<file path="config.mk">
export PLATFORM = sky130hd
export DESIGN_NAME = fetch_unit
export DESIGN_NICKNAME = d
export VERILOG_FILES = /design/src/rtl/fetch_unit.sv
export SDC_FILE = /design/constraint.sdc
export NUM_CORES = 1
export LEC_CHECK = 0
export ABC_AREA = 1
export CAP_MARGIN = 20
export CORE_ASPECT_RATIO = 1.1
export CORE_MARGIN = 1.5
export CORE_UTILIZATION = 41
export DETAILED_ROUTE_END_ITERATION = 6
export PLACE_DENSITY = 0.73
export SLEW_MARGIN = 10
export SYNTH_ARGS = -nofsm -noshare
export SYNTH_HDL_FRONTEND = slang
export SYNTH_SLANG_ARGS = --single-unit
export TNS_END_PERCENT = 20
</file>
<file path="constraint.sdc">
create_clock -name clk -period 1.2 [get_ports clk]
set_input_delay 0.12 -clock clk [delete_from_list [all_inputs] [get_ports clk]]
set_output_delay 0.12 -clock clk [all_outputs]
set_load 0.02 [all_outputs]
</file>
<file path="src/rtl/fetch_unit.sv">
// Instruction fetch stage: owns the PC, issues req/ack word reads to instruction memory,
// and holds each returned instruction (tagged with its PC) until decode accepts it.
module fetch_unit #(
    parameter int unsigned ADDR_W = 16,
    parameter int unsigned DATA_W = 32,
    parameter logic [ADDR_W-1:0] RESET_PC = '0
) (
    input  logic              clk,
    input  logic              rst,
    input  logic              fetch_en,
    output logic              imem_req,
    output logic [ADDR_W-1:0] imem_addr,
    input  logic              imem_ack,
    input  logic [DATA_W-1:0] imem_rdata,
    output logic              inst_valid,
    input  logic              inst_ready,
    output logic [DATA_W-1:0] inst_out,
    output logic [ADDR_W-1:0] inst_pc,
    input  logic              redirect,
    input  logic [ADDR_W-1:0] redirect_pc
);

    typedef enum logic [1:0] {
        S_REQ  = 2'd0,
        S_WAIT = 2'd1,
        S_HOLD = 2'd2
    } state_t;

    state_t            state_q, state_d;
    logic [ADDR_W-1:0] pc_q, pc_d;
    logic              discard_q, discard_d;
    logic              req_d;
    logic [ADDR_W-1:0] addr_d;
    logic              valid_d;
    logic [DATA_W-1:0] inst_d;
    logic [ADDR_W-1:0] ipc_d;

    // State and registered outputs
    always_ff @(posedge clk) begin
        if (rst) begin
            state_q    <= S_REQ;
            pc_q       <= RESET_PC;
            discard_q  <= 1'b0;
            imem_req   <= 1'b0;
            imem_addr  <= '0;
            inst_valid <= 1'b0;
            inst_out   <= '0;
            inst_pc    <= '0;
        end else begin
            state_q    <= state_d;
            pc_q       <= pc_d;
            discard_q  <= discard_d;
            imem_req   <= req_d;
            imem_addr  <= addr_d;
            inst_valid <= valid_d;
            inst_out   <= inst_d;
            inst_pc    <= ipc_d;
        end
    end

    // Next-state and next-output logic; redirect overrides every other transition
    always_comb begin
        state_d   = state_q;
        pc_d      = pc_q;
        discard_d = discard_q;
        req_d     = imem_req;
        addr_d    = imem_addr;
        valid_d   = inst_valid;
        inst_d    = inst_out;
        ipc_d     = inst_pc;

        if (redirect) begin
            pc_d    = redirect_pc;
            valid_d = 1'b0;
            case (state_q)
                S_HOLD: state_d = S_REQ;
                S_WAIT: begin
                    // A request cannot be withdrawn, so wait out its ack and drop the data
                    if (imem_ack) begin
                        req_d     = 1'b0;
                        discard_d = 1'b0;
                        state_d   = S_REQ;
                    end else begin
                        discard_d = 1'b1;
                    end
                end
                default: state_d = S_REQ;
            endcase
        end else begin
            case (state_q)
                S_REQ: begin
                    if (fetch_en) begin
                        req_d   = 1'b1;
                        addr_d  = pc_q;
                        state_d = S_WAIT;
                    end
                end
                S_WAIT: begin
                    if (imem_ack) begin
                        req_d = 1'b0;
                        if (discard_q) begin
                            discard_d = 1'b0;
                            state_d   = S_REQ;
                        end else begin
                            inst_d  = imem_rdata;
                            ipc_d   = imem_addr;
                            valid_d = 1'b1;
                            pc_d    = pc_q + ADDR_W'(1);
                            state_d = S_HOLD;
                        end
                    end
                end
                S_HOLD: begin
                    if (inst_ready) begin
                        valid_d = 1'b0;
                        if (fetch_en) begin
                            req_d   = 1'b1;
                            addr_d  = pc_q;
                            state_d = S_WAIT;
                        end else begin
                            state_d = S_REQ;
                        end
                    end
                end
                default: state_d = S_REQ;
            endcase
        end
    end

endmodule

</file>
# After elaboration in Yosys (flattened, before gate mapping)
# Index checks and enable logic that the tools add are counted.
# Widths: inputs -> output; s select.
# classes
n_addsub,1
reduce_logical,14
eq_ne,9
bitwise_logic,2
n_mux,31
# op_table
op,n
$mux 16,6
$pmux 16 s2,1
$add 16x1->16 const B,1
$mux 1,14
$mux 2,7
$reduce_and 3->1,4
$ne 2x2->1 const B,4
$reduce_and 4->1,2
$reduce_bool 2->1,4
$ne 3x3->1 const B,2
$pmux 2 s3,1
$pmux 1 s3,1
$reduce_bool 3->1,1
$eq 2x1->1 const B,1
$eq 2x2->1 const B,1
$logic_not 2->1,1
$ne 2x1->1 const B,1
$not 1->1,2
$pmux 1 s2,1
$reduce_and 2->1,1
$reduce_or 2->1,1
# word_totals
input_bits,54
out_inout_bits,66
elab_cells,65
regBits,85

# Logic depth before layout (Yosys ltp)
# Gate-level depths: netlist of run 1.
# depth
word_depth,5
ltp_mapped,11
ltp_nobuf,10

# Worst setup path before layout of run 1
# Ideal clock, no wire load.
# synth_path
path_type,register to register
from,reg state_q[1]
to,reg imem_addr[12]
n_path_buf,1
period_less_slack_ns,1.268
t_arrival_ns,1.148
t_required_ns,1.081
setup_ns,0.119
setup_slack_ns,-0.068
path_stages_with_launch,11
path_cell_list,dfxtp_1 inv_1 nor2_1 inv_1 nor2_1 inv_1 nand3_2 inv_2 buf_4 o21ai_0 a21oi_1
# synth_between
elab_chain_cells,3
word_cells_on_any_way,6
classes_between,eq/ne: 2; mux: 1; reduce/logical: 3
# synth_rtl
element,line,rtl
from (decl),29,"state_t state_q, state_d;"
from (signal assigned),50,state_q <= state_d;
$eq 2x2->1 or $logic_not 2->1 (tied branches),90,case (state_q)
$ne 2x2->1 (no line) or $reduce_bool 2->1 (tied branches),-,
$reduce_and 3->1 (no line),-,
to (signal assigned),54,imem_addr <= addr_d;
to (decl),12,"output logic [ADDR_W-1:0] imem_addr,"
# Several ways; a longest one is shown, not always the timed one.
# A chain may end at the register's enable or synchronous reset.

# Final worst setup path of run 1
# layout_path
from,reg pc_q[1]
to,reg pc_q[14]
# layout_between
elab_chain_cells,5
# layout_rtl
element,line,rtl
from (decl),30,"logic [ADDR_W-1:0] pc_q, pc_d;"
from (signal assigned),51,pc_q <= pc_d;
$add 16x1->16,108,pc_d = pc_q + ADDR_W'(1);
$mux 16,101,if (discard_q) begin
$mux 16,99,if (imem_ack) begin
$mux 16,90,
$mux 16,72,if (redirect) begin
# No other way between the ends. The select of a mux whose other input is x is not followed.

==> reports/results.ini, run 1 <==
[run_status]
status = complete, but fails checks
failed_checks = setup timing

[power]
vdd_drop_max_uv = 655
p_per_area_nw_per_um2 = 1100
power_mw = 6.08
p_leak_nw = 2.37

[clocking]
cts_sinks = 85
clk_latency_ps = 350
cts-root-buf = clkbuf_8
htreeDepth = 3
cts_made_buffers = 9
clockBufferDepth = 2
cts_tree = done
postCtsHoldBufs = 0
path_clk_slew_ps = 90

[global_route]
grt_pass1_vias = 3568
grt_pass1_wl_mm = 17.0
overflow = 0
grt_usage = 0.231
grt_max_degree = 29
antenna_found_initial = 0

[detailed_routing]
firstDrtPassIters = 4
via_per_inst = 4.85
drt_iter0_drc = 120
wl_mm = 10.3
vias = 3722
wl_per_cell_um = 13.5
drc = 0
ant_nets = 0

[place]
io_buffer_count = 119
placed_area_um2 = 5200
gp_congestion = 0.885
place_ws_ps = -417
hpwl_mm = 7.70

[synthesis]
synth-seq-cells = 85
yosys.area.top_type = dfxtp_1
yosysUniqueCellTypes = 31
async_flop_share = 0
syn_area_um2 = 3540
yosysWarnings = 0
synth_edf_count = 0
ys_seq_area_frac = 0.480
yosysTopAreaCellShare = 0.480
yosys-top-cells-count = nor2_1 (135), dfxtp_1 (85), o21ai_0 (74)
synth_cells = 485
yosysMostFrequentCell = nor2_1
synth_nets = 540
yosys-top-cells-area = dfxtp_1 (48%), nor2_1 (14%), o21ai_0 (10%)
synth.avg_cell_area_um2 = 7.30
ys.flop_type = dfxtp_1

[setup_path]
r2r-start = pc_q[1]
critPathMaxFanout = 5
worstPathRequired_ps = 1440
r2r_cells = 8
critPathArrivalTime_ps = 1540
worstSetupPathType = flop to flop
start_kind = flop
end_kind = flop
reg2reg_setup_slack_ps = -110
worst_r2r_endpoint = pc_q[14]

[floorplanning]
fp.dieArea_um2 = 9210
start_util = 0.423
die_x_um = 91.6
rows = 35
core_area_um2 = 8360
io_pins = 120
die_y_um = 100

[final_layout]
final_nets = 706
finalInstanceArea_um2 = 5520
area_growth_pct = 55.8
n_fill_cell = 763
layout-drive-gt1-share = 0.236
antenna_cells = 0
ff_latch_area_um2 = 1720
multiInputGateArea_um2 = 1700

[hold_path]
hold_end = pc_q[1]
min_from = redirect_pc[1]
min_path_cells = 3
worstHoldPathType = input port to flop

[sta]
timing.final.crit_period_ps = 1310
worst_pin_slew_ps = 422
final.setup.tns_ps = -4070
relSlewSlack = 0.718
post-route-period-util = 1.09
fmax_ghz = 0.766
final-setup-viol-count = 79
rsz0062_at_grt = true
setup_slack_ps = -106
slew_violations = 0
hold_viol = 0
skew_ps = 12.2

[run]
cap_violations = 0

stage by stage:
step	utilization	hold slack (ps)	instances
2_1_floorplan	-	198	485
3_3_place_gp	0.622	462	745
3_5_place_dp	0.622	473	745
4_1_cts	0.656	351	766
5_1_grt	0.660	366	767
6_report	0.660	361	767
cell families (layout without fill, tap and decap cells):
family	Yosys count	count (layout)	synth area share
adder cells (fa/ha/maj)	1	1	0.00353
AND/OR/NAND/NOR	238	238	0.281
flip-flops	85	85	0.480
AO/OA/AOI/OAI	106	106	0.158
buffers and inverters	55	226	0.0766
power breakdown:
| part | switching [mW] | leakage (nW) | internal [mW] |
|---|---|---|---|
| Combinational | 0.512 | 1.58 | 0.497 |
| Clock | 1.06 | 0.0895 | 0.978 |
| Sequential | 0.0929 | 0.696 | 2.94 |
worst max path at each step:
stage	startpoint	to	slack (ps)	depth (start not counted)
6_report	pc_q[1]	pc_q[14]	-110	8
4_1_cts	state_q[1]	inst_out[3]	-100	9
3_3_place_gp	imem_ack	inst_out[17]	-350	9
5_1_grt	state_q[1]	inst_out[8]	-190	9
3_5_place_dp	imem_ack	inst_out[20]	-420	9
2_1_floorplan	state_q[1]	imem_addr[12]	-60	10
metal layers:
metal  global-route usage  vias up  part of all wire  routed length [µm]
met1                0.293     1705              0.45                4630
met3               0.0332       15             0.047                 481
met5                    0        -                 0                   0
met4               0.0769        0             0.017                 177
li1                     -     1911                 -                   -
met2                0.403       91              0.49                5040
state kept, by name (all words and copies together) (netlist names):
register	cells
discard_q	1
imem_addr	16
imem_req	1
inst_out	32
inst_pc	16
inst_valid	1
pc_q	16
state_q	2
final cells by class:
cell class                      instances  area share
Tap cell                              111      0.0252
Multi-Input combinational cell        345       0.308
Sequential cell                        85       0.311
Timing Repair Buffer                  180       0.297
Clock inverter                          6      0.0127
Inverter                               30      0.0227
Clock buffer                           10      0.0231
worst max-delay path, stage by stage, from the launching register on:
cell and delay, ps:
dfxtp_4 390, ha_4 160, nand3_4 100, nor2_2 190, nand3_1 90, nand2_1 80, nand3_1 60, nand2_1 70
a21oi_2 50
timing repair:
action | in CTS | in global routing
buffers inserted | 3 | 1
cloned | 2 | 0
endpoints found under the setup margin | 147 | 119
resized for setup | 146 | 80
pin swaps | 4 | 6
placed cells by master (no fill, tap or decap), drive strengths merged, types with 4 or more instances in the layout:
cell | synthesis | routed
dfxtp | 85 | 85
clkdlybuf4s50 | 0 | 53
nor2 | 146 | 146
nand2 | 63 | 63
dlygate4sd2 | 0 | 28
clkbuf | 13 | 24
nand3 | 23 | 23
buf | 12 | 61
nand4 | 5 | 5
clkdlybuf4s15 | 0 | 24
inv | 29 | 31
a21oi | 19 | 19
o21ai | 75 | 75
o211ai | 4 | 4
No activity file was read; power rests on OpenSTA's default activity.
==> run 2, diff against run 1 <==
- RECOVER_POWER: unset -> 50
==> run 2 against run 1 <==
The flow still finishes with violations (setup timing). Sequential share of layout area grew 0.064 points. Final cell count did not move. Clock power is essentially flat. Final area down 0.20%. Critical path depth unchanged. Total power decreased by 0.14%. First-iteration DRC count is 0.83% higher. Die area is the same. Sequential cell count is the same. Utilization shrank 0.13 points. Combinational power about the same. Critical path type unchanged. Highest routed layer unchanged.
==> reports/results.ini, run 2 (synthesized netlist as in run 1, its figures left out) <==
[final_layout]
final_util = 0.658
n_fill_cell = 770
antenna_cells = 0
layout-drive-gt1-share = 0.223
area_growth_pct = 55.5
final_nets = 706
multiInputGateArea_um2 = 1700
largest_reg_flops = 32
finalInstanceArea_um2 = 5510
ff_latch_area_um2 = 1720
most-common-layout-cells = nor2_1 (125), dfxtp_1 (76), nand2_1 (56), buf_4 (54), clkdlybuf4s50_1 (53)
final_cells = 767
max_flop_register = inst_out
final_common_cell = nor2_1

[floorplanning]
io_pins = 120
die_x_um = 91.6
core_area_um2 = 8360
rows = 35
die_y_um = 100
start_util = 0.423
fp.dieArea_um2 = 9210

[power]
pwr-share-clk = 0.334
vdd_drop_max_uv = 656
power_switching_mw = 1.66
p_per_area_nw_per_um2 = 1100
p_int_mw = 4.41
seq_power_share = 0.500
switching_share = 0.273
power_mw = 6.07
comb_power_share = 0.166
p_leak_nw = 2.34

[setup_path]
worstSetupPathType = flop to flop
critPathMaxFanout = 5
worstPathRequired_ps = 1440
end_kind = flop
start_kind = flop
critPathArrivalTime_ps = 1540
reg2reg_setup_slack_ps = -100

[clocking]
postCtsHoldBufs = 0
cts-root-buf = clkbuf_8
path_clk_slew_ps = 90
htreeDepth = 3
cts_made_buffers = 9
cts_sinks = 85
cts_tree = done
clk_latency_ps = 350
clockBufferDepth = 2

[hold_path]
worstHoldPathType = input port to flop

[global_route]
grt_pass1_vias = 3568
overflow = 0
grt_max_degree = 29
antenna_found_initial = 0
grt_usage = 0.231
grt_pass1_wl_mm = 17.0

[place]
dp_cells = 745
place_ws_ps = -417
gp_congestion = 0.885
hpwl_mm = 7.70
placed_area_um2 = 5200
io_buffer_count = 119

[run_status]
failed_checks = setup timing
status = complete, but fails checks

[run]
cap_violations = 0

[sta]
post-route-period-util = 1.09
final.setup.tns_ps = -4090
holdWs_ps = 363
rsz0062_at_grt = true
slew_violations = 0
worst_pin_slew_ps = 425
setup_slack_ps = -104
final-setup-viol-count = 79
timing.final.crit_period_ps = 1300
fmax_ghz = 0.767
relSlewSlack = 0.716
hold_viol = 0
skew_ps = 11.4

[detailed_routing]
drc = 0
firstDrtPassIters = 4
vias = 3736
drt_iter0_drc = 121
ant_nets = 0
via_per_inst = 4.87
wl_mm = 10.3
wl_per_cell_um = 13.5

==> run 2: cell counts in the layout (fill, tap and decap cells not counted) <==
No cell type changed its count.
==> run 2: power groups by stage <==
stage	registers (mW)	clock network (mW)	logic (mW)
after floorplan	3.18	0	0.353
after global placement	3.08	0	0.964
after detailed placement	3.09	0	0.980
after CTS	3.03	2.09	0.993
after global routing	3.05	2.24	1.09
final	3.03	2.03	1.01
==> run 2: path summary, 6_finish.rpt <==
check                                     from  cells after the start           to
worst max-delay path                   pc_q[1]                      8     pc_q[14]
worst min-delay path            redirect_pc[1]                      3      pc_q[1]
worst max register to register         pc_q[1]                      8     pc_q[14]
worst min register to register     inst_pc[13]                      2  inst_pc[13]
==> run 2: layout make-up <==
type                       instances  area share
clock inverter                     6      0.0127
timing repair buffer             180       0.296
multi-input combinational        345       0.308
inverter                          30      0.0227
clock buffer                      10      0.0232
tap                              111      0.0252
sequential                        85       0.312
==> run 2: per-layer routing <==
metal	global-route usage	wire, µm
met3	0.0332	455
met5	0	0
met4	0.0769	139
met2	0.403	5070
met1	0.293	4680
==> run 2: critical path, cell delays in order, from the launching register on <==
cell     delay [ps]
dfxtp_4         390
ha_4            160
nand3_4         100
nor2_2          190
nand3_1          90
nand2_1          80
nand3_1          60
nand2_1          70
a21oi_2          50
==> run 2: repair_timing <==
action                                  in CTS  in global routing
pin swaps                                    4                  6
resized for setup                          146                 80
buffers inserted                             3                  1
endpoints found under the setup margin     147                119
gates cloned                                 2                  0
